$ cat config.mk
export PLATFORM = sky130hd
export DESIGN_NAME = instr_fetch_unit
export DESIGN_NICKNAME = d
export VERILOG_FILES = /design/src/rtl/cpu_pkg.sv /design/src/rtl/instr_fetch_unit_pc_next_mux.sv /design/src/rtl/instr_fetch_unit.sv
export SDC_FILE = /design/constraint.sdc
export NUM_CORES = 1
export LEC_CHECK = 0
export CORE_MARGIN = 1.5
export CORE_UTILIZATION = 25
export CTS_CLUSTER_SIZE = 40
export DETAILED_ROUTE_END_ITERATION = 10
export PLACE_DENSITY = 0.62
export SLEW_MARGIN = 0
export SYNTH_ARGS = -nofsm -noshare
export SYNTH_HDL_FRONTEND = slang
export SYNTH_HIERARCHICAL = 1
export SYNTH_SLANG_ARGS = --single-unit
$ cat constraint.sdc
create_clock -name clk_CPU -period 3.4 [get_ports clk_CPU]
set_input_delay 0.68 -clock clk_CPU [delete_from_list [all_inputs] [get_ports clk_CPU]]
set_output_delay 0.68 -clock clk_CPU [all_outputs]
set_load 0.01 [all_outputs]
$ cat src/rtl/cpu_pkg.sv
// Shared CPU definitions: fetch FSM encoding, reset PC and bubble word,
// plus the IF/ID control bundle handed from the next-PC mux to the top.
package cpu_pkg;

   localparam int WORD_W = 32;

   localparam logic [WORD_W-1:0] RESET_PC  = 32'h0000_0000;
   localparam logic [WORD_W-1:0] NOP_INSTR = 32'h0000_0000;

   localparam logic [1:0] S_BOOT = 2'd0;
   localparam logic [1:0] S_RUN  = 2'd1;
   localparam logic [1:0] S_HALT = 2'd2;

   typedef struct packed {
      logic load;
      logic bubble;
      logic set_err;
   } ifid_ctl_t;

   function automatic logic [WORD_W-1:0] pc_inc(
      input logic [WORD_W-1:0] pc
   );
      return pc + 32'd4;
   endfunction

endpackage

$ cat src/rtl/instr_fetch_unit_pc_next_mux.sv
// Next-PC / next-state selector for the fetch stage.
// Purely combinational; the top level owns every register.
module pc_next_mux
   import cpu_pkg::*;
#(
   parameter int unsigned IMEM_WORDS = 64
) (
   input  logic [1:0]        state_i,
   input  logic [WORD_W-1:0] pc_i,
   input  logic              stall_i,
   input  logic              flush_i,
   input  logic              flush_pend_i,
   input  logic              branch_taken_i,
   input  logic [WORD_W-1:0] branch_target_i,
   input  logic              jump_i,
   input  logic [WORD_W-1:0] jump_target_i,
   input  logic              halt_req_i,
   output logic [WORD_W-1:0] pc_d_o,
   output logic [1:0]        state_d_o,
   output logic              flush_pend_d_o,
   output ifid_ctl_t         ctl_o
);

   localparam logic [WORD_W-1:0] PC_LIMIT = 32'(IMEM_WORDS * 4);

   logic              redir;
   logic [WORD_W-1:0] tgt;
   logic              tgt_bad;
   logic              oor;
   logic              flush_eff;

   logic sel_halt;
   logic sel_bad;
   logic sel_redir;
   logic sel_oor;
   logic sel_stall;
   logic sel_flush;
   logic sel_fetch;

   assign redir     = jump_i | branch_taken_i;
   assign tgt       = jump_i ? jump_target_i : branch_target_i;
   assign tgt_bad   = |tgt[1:0];
   assign oor       = pc_i >= PC_LIMIT;
   assign flush_eff = flush_i | flush_pend_i;

   // One-hot event select in falling priority order
   always_comb begin
      sel_halt  = halt_req_i;
      sel_bad   = !sel_halt && redir && tgt_bad;
      sel_redir = !sel_halt && redir && !tgt_bad;
      sel_oor   = !sel_halt && !redir && oor;
      sel_stall = !sel_halt && !redir && !oor && stall_i;
      sel_flush = !sel_halt && !redir && !oor && !stall_i && flush_eff;
      sel_fetch = !sel_halt && !redir && !oor && !stall_i && !flush_eff;
   end

   // Next PC, FSM state and IF/ID action
   always_comb begin
      pc_d_o         = pc_i;
      state_d_o      = state_i;
      flush_pend_d_o = flush_pend_i;
      ctl_o          = '0;
      unique case (state_i)
         S_BOOT: begin
            state_d_o = S_RUN;
         end
         S_RUN: begin
            unique case (1'b1)
               sel_halt: begin
                  state_d_o    = S_HALT;
                  ctl_o.bubble = 1'b1;
               end
               sel_bad: begin
                  state_d_o     = S_HALT;
                  ctl_o.bubble  = 1'b1;
                  ctl_o.set_err = 1'b1;
               end
               sel_redir: begin
                  pc_d_o         = tgt;
                  ctl_o.bubble   = 1'b1;
                  flush_pend_d_o = 1'b0;
               end
               sel_oor: begin
                  state_d_o     = S_HALT;
                  ctl_o.bubble  = 1'b1;
                  ctl_o.set_err = 1'b1;
               end
               sel_stall: begin
                  if (flush_i) flush_pend_d_o = 1'b1;
               end
               sel_flush: begin
                  pc_d_o         = pc_inc(pc_i);
                  ctl_o.bubble   = 1'b1;
                  flush_pend_d_o = 1'b0;
               end
               sel_fetch: begin
                  pc_d_o     = pc_inc(pc_i);
                  ctl_o.load = 1'b1;
               end
               default: begin
                  pc_d_o = pc_i;
               end
            endcase
         end
         S_HALT: begin
            flush_pend_d_o = 1'b0;
         end
         default: begin
            state_d_o    = S_HALT;
            ctl_o.bubble = 1'b1;
         end
      endcase
   end

endmodule

$ cat src/rtl/instr_fetch_unit.sv
// MIPS instruction-fetch stage: PC, IF/ID register and boot/run/halt FSM.
// Redirect and hazard decisions come from pc_next_mux.
module instr_fetch_unit #(
   parameter logic [31:0] RESET_PC   = cpu_pkg::RESET_PC,
   parameter logic [31:0] NOP_INSTR  = cpu_pkg::NOP_INSTR,
   parameter int unsigned IMEM_WORDS = 64
) (
   input  logic        clk_CPU,
   input  logic        rst_CPU,
   input  logic        stall,
   input  logic        flush,
   input  logic        branch_taken,
   input  logic [31:0] branch_target,
   input  logic        jump,
   input  logic [31:0] jump_target,
   input  logic        halt_req,
   output logic [31:0] imem_addr,
   input  logic [31:0] imem_rdata,
   output logic [31:0] if_id_instr,
   output logic [31:0] if_id_pc4,
   output logic        if_id_valid,
   output logic        halted,
   output logic        fetch_err
);

   import cpu_pkg::*;

   logic [WORD_W-1:0] pc_q;
   logic [WORD_W-1:0] pc_d;
   logic [1:0]        state_q;
   logic [1:0]        state_d;
   logic              pend_q;
   logic              pend_d;
   logic [WORD_W-1:0] instr_q;
   logic [WORD_W-1:0] pc4_q;
   logic              valid_q;
   logic              err_q;
   ifid_ctl_t         ctl;

   pc_next_mux #(
      .IMEM_WORDS (IMEM_WORDS)
   ) u_mux (
      .state_i         (state_q),
      .pc_i            (pc_q),
      .stall_i         (stall),
      .flush_i         (flush),
      .flush_pend_i    (pend_q),
      .branch_taken_i  (branch_taken),
      .branch_target_i (branch_target),
      .jump_i          (jump),
      .jump_target_i   (jump_target),
      .halt_req_i      (halt_req),
      .pc_d_o          (pc_d),
      .state_d_o       (state_d),
      .flush_pend_d_o  (pend_d),
      .ctl_o           (ctl)
   );

   // PC, FSM and deferred-flush flag
   always_ff @(posedge clk_CPU) begin
      if (rst_CPU) begin
         pc_q    <= RESET_PC;
         state_q <= S_BOOT;
         pend_q  <= 1'b0;
      end else begin
         pc_q    <= pc_d;
         state_q <= state_d;
         pend_q  <= pend_d;
      end
   end

   // IF/ID register: load fetched word, insert bubble, or hold
   always_ff @(posedge clk_CPU) begin
      if (rst_CPU) begin
         instr_q <= NOP_INSTR;
         pc4_q   <= '0;
         valid_q <= 1'b0;
      end else if (ctl.load) begin
         instr_q <= imem_rdata;
         pc4_q   <= pc_inc(pc_q);
         valid_q <= 1'b1;
      end else if (ctl.bubble) begin
         instr_q <= NOP_INSTR;
         valid_q <= 1'b0;
      end
   end

   // Sticky fetch error, cleared only by reset
   always_ff @(posedge clk_CPU) begin
      if (rst_CPU) begin
         err_q <= 1'b0;
      end else if (ctl.set_err) begin
         err_q <= 1'b1;
      end
   end

   assign imem_addr   = {2'b00, pc_q[31:2]};
   assign if_id_instr = instr_q;
   assign if_id_pc4   = pc4_q;
   assign if_id_valid = valid_q;
   assign halted      = (state_q == S_HALT);
   assign fetch_err   = err_q;

endmodule

==> After elaboration in Yosys (flattened, before gate mapping) <==
Index checks and enable logic that the tools add are counted.
{ "op_classes": {"n_bitwise": 3, "n_lt_le_gt_ge": 1, "reduce_logical": 30, "mux": 17, "add_sub_neg": 1, "eq_ne": 5} }
{ "ops": {"columns": ["op", "n"], "rows": [
  ["32-bit 2-to-1 mux", 3],
  ["32-bit one-hot mux with 2 select lines", 1],
  ["32-bit by 3-bit adder with 32-bit output, second input constant", 1],
  ["32-bit by 9-bit greater-or-equal comparator with 1-bit output, second input constant", 1],
  ["1-bit logical AND", 10],
  ["2-bit OR reduction", 5],
  ["1-bit 2-to-1 mux", 8],
  ["1-bit zero test", 6],
  ["1-bit one-hot mux with 2 select lines", 3],
  ["2-bit one-hot mux with 3 select lines", 1],
  ["2-bit nonzero test", 3],
  ["5-bit OR reduction", 1],
  ["2-bit AND reduction", 2],
  ["3-bit by 2-bit != test with 1-bit output, second input constant", 1],
  ["3-bit != test, second input constant", 1],
  ["3-bit AND reduction", 1],
  ["3-bit OR reduction", 1],
  ["2-bit by 1-bit == test with 1-bit output, second input constant", 1],
  ["2-bit == test, second input constant", 1],
  ["2-bit zero test", 1],
  ["2-bit 2-to-1 mux", 1],
  ["2-bit != test, second input constant", 1],
  ["1-bit bitwise OR", 2],
  ["1-bit inverter", 1]
]} }
{ "word_totals": {"reg_bits": 101, "in_bits": 103} }

==> Logic depth before layout (Yosys ltp) <==
{ "logic_depth": {"word_depth": 11, "ltp_mapped": 12, "depth_no_buf": 10} }

==> Cells and area by module <==
Netlist, hierarchy kept.
{ "modules_own_cells": {"columns": ["mod", "seq_area_each_um2", "cells_per_inst", "area_per_inst_um2", "n_inst"], "rows": [
  ["instr_fetch_unit", 2021.9, 475, 4227.8, 1],
  ["pc_next_mux", 0.0, 145, 1097.3, 1]
]} }

==> Worst setup path after synthesis <==
No wires, ideal clock.
{ "synth_timing": {"kind": "input to register", "from": "in jump", "to": "reg pc4_q[3], in the netlist if_id_pc4[3]", "slack_ns": 0.736, "cell_stages": 9, "setup_ns": 0.128, "required_ns": 3.272, "t_arrival_ns": 2.536, "path_cell_list": "buf_2 nor4_2 nand4_2 and4bb_2 clkbuf_1 clkbuf_1 buf_1 mux2i_1 nor2_1"} }
{ "synth_lines": {"columns": ["item", "line_no", "rtl"], "rows": [
  ["start: declaration", "instr_fetch_unit.sv:14", "input logic jump,"],
  ["end signal: assignment", "instr_fetch_unit.sv:80", "pc4_q <= pc_inc(pc_q);"],
  ["end: declaration", "instr_fetch_unit.sv:35", "logic [WORD_W-1:0] pc4_q;"]
]} }

==> run_results.csv <==
group,metric,value,unit
power_and_ir_drop,p_int,2.13,mW
place,dp_hpwl,11900,um
clock_tree,root_buffer,"clkbuf_16",
yosys,synth_edf_count,0,
power_and_ir_drop,p_leak,2.59,nW
global_route,grt_usage,14.7,%
floorplan,die_w,149,um
global_route,gr-total-overflow,0,
place,dp_slack,432,ps
sta,min_period_over_period,78.0,%
finish,final_nets,881,
worst_setup_path,r2r_cells,7,
worst_setup_path,path_cells,"nor4_1, nand3_1, and4bb_4, buf_12, nor3b_1, a21oi_1, nor2_1",
outcome,run_status,"complete, no violations",
global_route,antenna_found_initial,0,
power_and_ir_drop,p_sw,789,uW
yosys,synth_area_per_cell,8.59,um^2
route,routed_wl,16100,um
worst_setup_path,r2r_slack,750,ps
yosys,synth_cell_types,56,
worst_hold_path,hold_depth,2,
clock_tree,numCtsBuffers,9,
floorplan,start_util,25.4,%
yosys,yosys_warnings,6,
clock_tree,ctsHoldBuffers,0,
sta,setup_viol,0,
yosys,yosysSeqAreaShare,38.0,%
worst_setup_path,crit_type,"reg2reg",
global_route,grt_max_degree,75,
clock_tree,clock_sinks,101,
sta,tightest_slew,858,ps
clock_tree,cts_tree,"yes",
clock_tree,clk_path_buf_depth,2,
floorplan,die_h,149,um
yosys,synthesis.area,0.00533,mm^2
yosys,synth_ff_type,"dfxtp_1",
sta,setup_ws,748,ps
sta,maxSlewViolCount,0,
route,postRouteAntennaNets,0,
finish,diodes,0,
finish,layout_commonest_cell,"clkdlybuf4s50_1",
global_route,met1_usage,19.1,%
global_route,grtUsageMet3,4.74,%
global_route,grt_util_met2,23.2,%
route,wl_per_cell,15.3,um
sta,rsz0062_at_grt,"false",
power_and_ir_drop,switching_share,27.1,%
global_route,first_global_vias,4569,
sta,skew,5.27,ps
worst_setup_path,cp_max_fo,72,
power_and_ir_drop,combPwrFrac,19.1,%
worst_setup_path,end_kind,"flip-flop",
route,vias,4917,
worst_hold_path,hold_class,"reg2reg",
power_and_ir_drop,clockPowerShare,37.8,%
floorplan,num_rows,53,
clock_tree,clk_pin_slew,70,ps
floorplan,dieArea,0.0222,mm^2
power_and_ir_drop,sequentialPowerShare,43.0,%
worst_setup_path,critPathRequiredTime,3600,ps
sta,hold_viol,0,
clock_tree,post-cts-setup-buffer-count,0,
place,gp_congestion,0.797,
sta,min_period,2650,ps
global_route,busiest_layer,"met2",
route,vias_per_cell,4.68,
worst_hold_path,hp-start,"if_id_valid",
worst_setup_path,slowest_stage,"nor4_1",
clock_tree,cts_resized,0,
floorplan,ios,202,
flow_run,cap_violations,0,
worst_hold_path,holdPathEnd,"if_id_valid",
worst_setup_path,slowest_delay,610,ps
global_route,grt_pass1_wl,25400,um
route,drt_iter0_drc,216,
floorplan,core,0.0210,mm^2
worst_setup_path,crit_arrival,2860,ps
finish,final_cell_mix,"clkdlybuf4s50_1 (197), dfxtp_1 (101), nor2_1 (81), nor2b_1 (38), a21oi_1 (37)",
route,first_pass_iters,4,
power_and_ir_drop,vdd_drop_max,0.226,mV
worst_setup_path,reg2reg_from,"pc_q[16]",
power_and_ir_drop,powerDensity,378,mW/mm^2
worst_setup_path,start_kind,"flip-flop",
worst_setup_path,r2r_end,"if_id_instr[30]",
clock_tree,htree_num_levels,3,
sta,relSlewSlack,42.8,%
place,port_buffers,199,
finish,area_growth,45.0,%
sta,fmax,0.377,GHz
route,drc,0,
yosys,synth_seq_cells,101,
finish,drive_gt1_share,6.83,%
yosys,synth_cells,620,
sta,tns,0,ps
clock_tree,clock_latency,350,ps
yosys,ys_async_sr_fraction,0,%
==> flip-flops by register name, indices dropped and copies added (netlist names) <==
register	flops
pc_q	32
if_id_valid	1
if_id_pc4	32
pend_q	1
fetch_err	1
if_id_instr	32
state_q	2
==> per-layer routing <==
layer  wire length (um)  up-vias
met5                  0        -
met4                246        0
met3               1180       14
met2               7160      170
met1               7470     2234
li1                   -     2499
==> synthesized netlist by cell type, types with 7 or more instances <==
master     count  share of area (%)
dfxtp_1      101                 38
nor2_1        81                5.7
nor2b_1       38                4.5
a21oi_1       37                3.5
clkbuf_1      34                2.4
nor3b_1       34                4.8
buf_4         32                4.5
mux2i_1       32                6.0
nand2_1       21                1.5
o2bb2ai_1     21                3.5
a211oi_1      13                1.8
o21ai_0       13                1.2
a311oi_1      12                2.0
nand3_1       12                1.1
nor4_1        11                1.3
nand4_1       10                1.2
inv_1          9               0.63
or3_1          8               0.94
or4_1          8                1.1
ha_1           7                1.6
nor3_1         7               0.66
o31ai_1        7               0.99
xnor2_1        7                1.2
==> logic make-up (layout without fill, tap and decap cells) <==
kind of cell    after synthesis  after routing  synth area share (%)
simple gates                260            260                  27.8
flops                       101            101                  38.0
other cells                   1              2                0.0704
fa+ha+maj                     7              7                  1.64
compound gates              122            122                  16.0
xor+xnor                     11             11                  1.81
buf+inv                      85            240                  8.51
mux                          33             33                  6.23
==> stage by stage <==
step / utilization [%] / area (um^2) / hold WS (ps) / std cells / total power, mW
after floorplan: - / 5330 / 455 / 621 / 1.58
after global placement: 35.3 / 7400 / 465 / 1035 / 1.85
after detailed placement: 35.3 / 7400 / 467 / 1035 / 1.85
after CTS: 36.8 / 7720 / 479 / 1051 / 2.98
after global routing: 36.8 / 7720 / 503 / 1051 / 3.07
final: 36.8 / 7720 / 474 / 1051 / 2.92
==> layout make-up <==
cell class / count / area (um^2)
fillers: 2193 / 13200
multi-input cells: 435 / 2860
repair buffers: 215 / 2140
flip-flops and latches: 101 / 2020
well taps: 275 / 344
clock buffers: 10 / 229
clock inverters: 6 / 87.6
inverters: 9 / 33.8
==> worst max-delay path: cells and delay by family (launching register included) <==
family	cells	cell delay (ps)
AO/OA/AOI/OAI	1	150
buffers and inverters	1	290
flip-flops	1	390
AND/OR/NAND/NOR	5	1620
==> how the worst max path moves through the flow <==
stage                       startpoint         endpoint  slack (ps)  cells after the start
after global routing      branch_taken  if_id_instr[30]         480                      8
after floorplan                   jump     if_id_pc4[3]         740                      9
after CTS                     pc_q[14]  if_id_instr[30]         770                      7
final                         pc_q[16]  if_id_instr[30]         750                      7
after global placement    branch_taken  if_id_instr[25]         490                      8
after detailed placement  branch_taken  if_id_instr[30]         430                      8
==> power groups by stage <==
stage,clock (mW),sequential (mW),combinational [mW]
6_report,1.10,1.25,0.558
3_5_place_dp,0,1.28,0.571
2_1_floorplan,0,1.27,0.308
4_1_cts,1.15,1.25,0.574
3_3_place_gp,0,1.28,0.567
5_1_grt,1.20,1.26,0.615
Note: power is estimated with default switching activity, not from simulation.
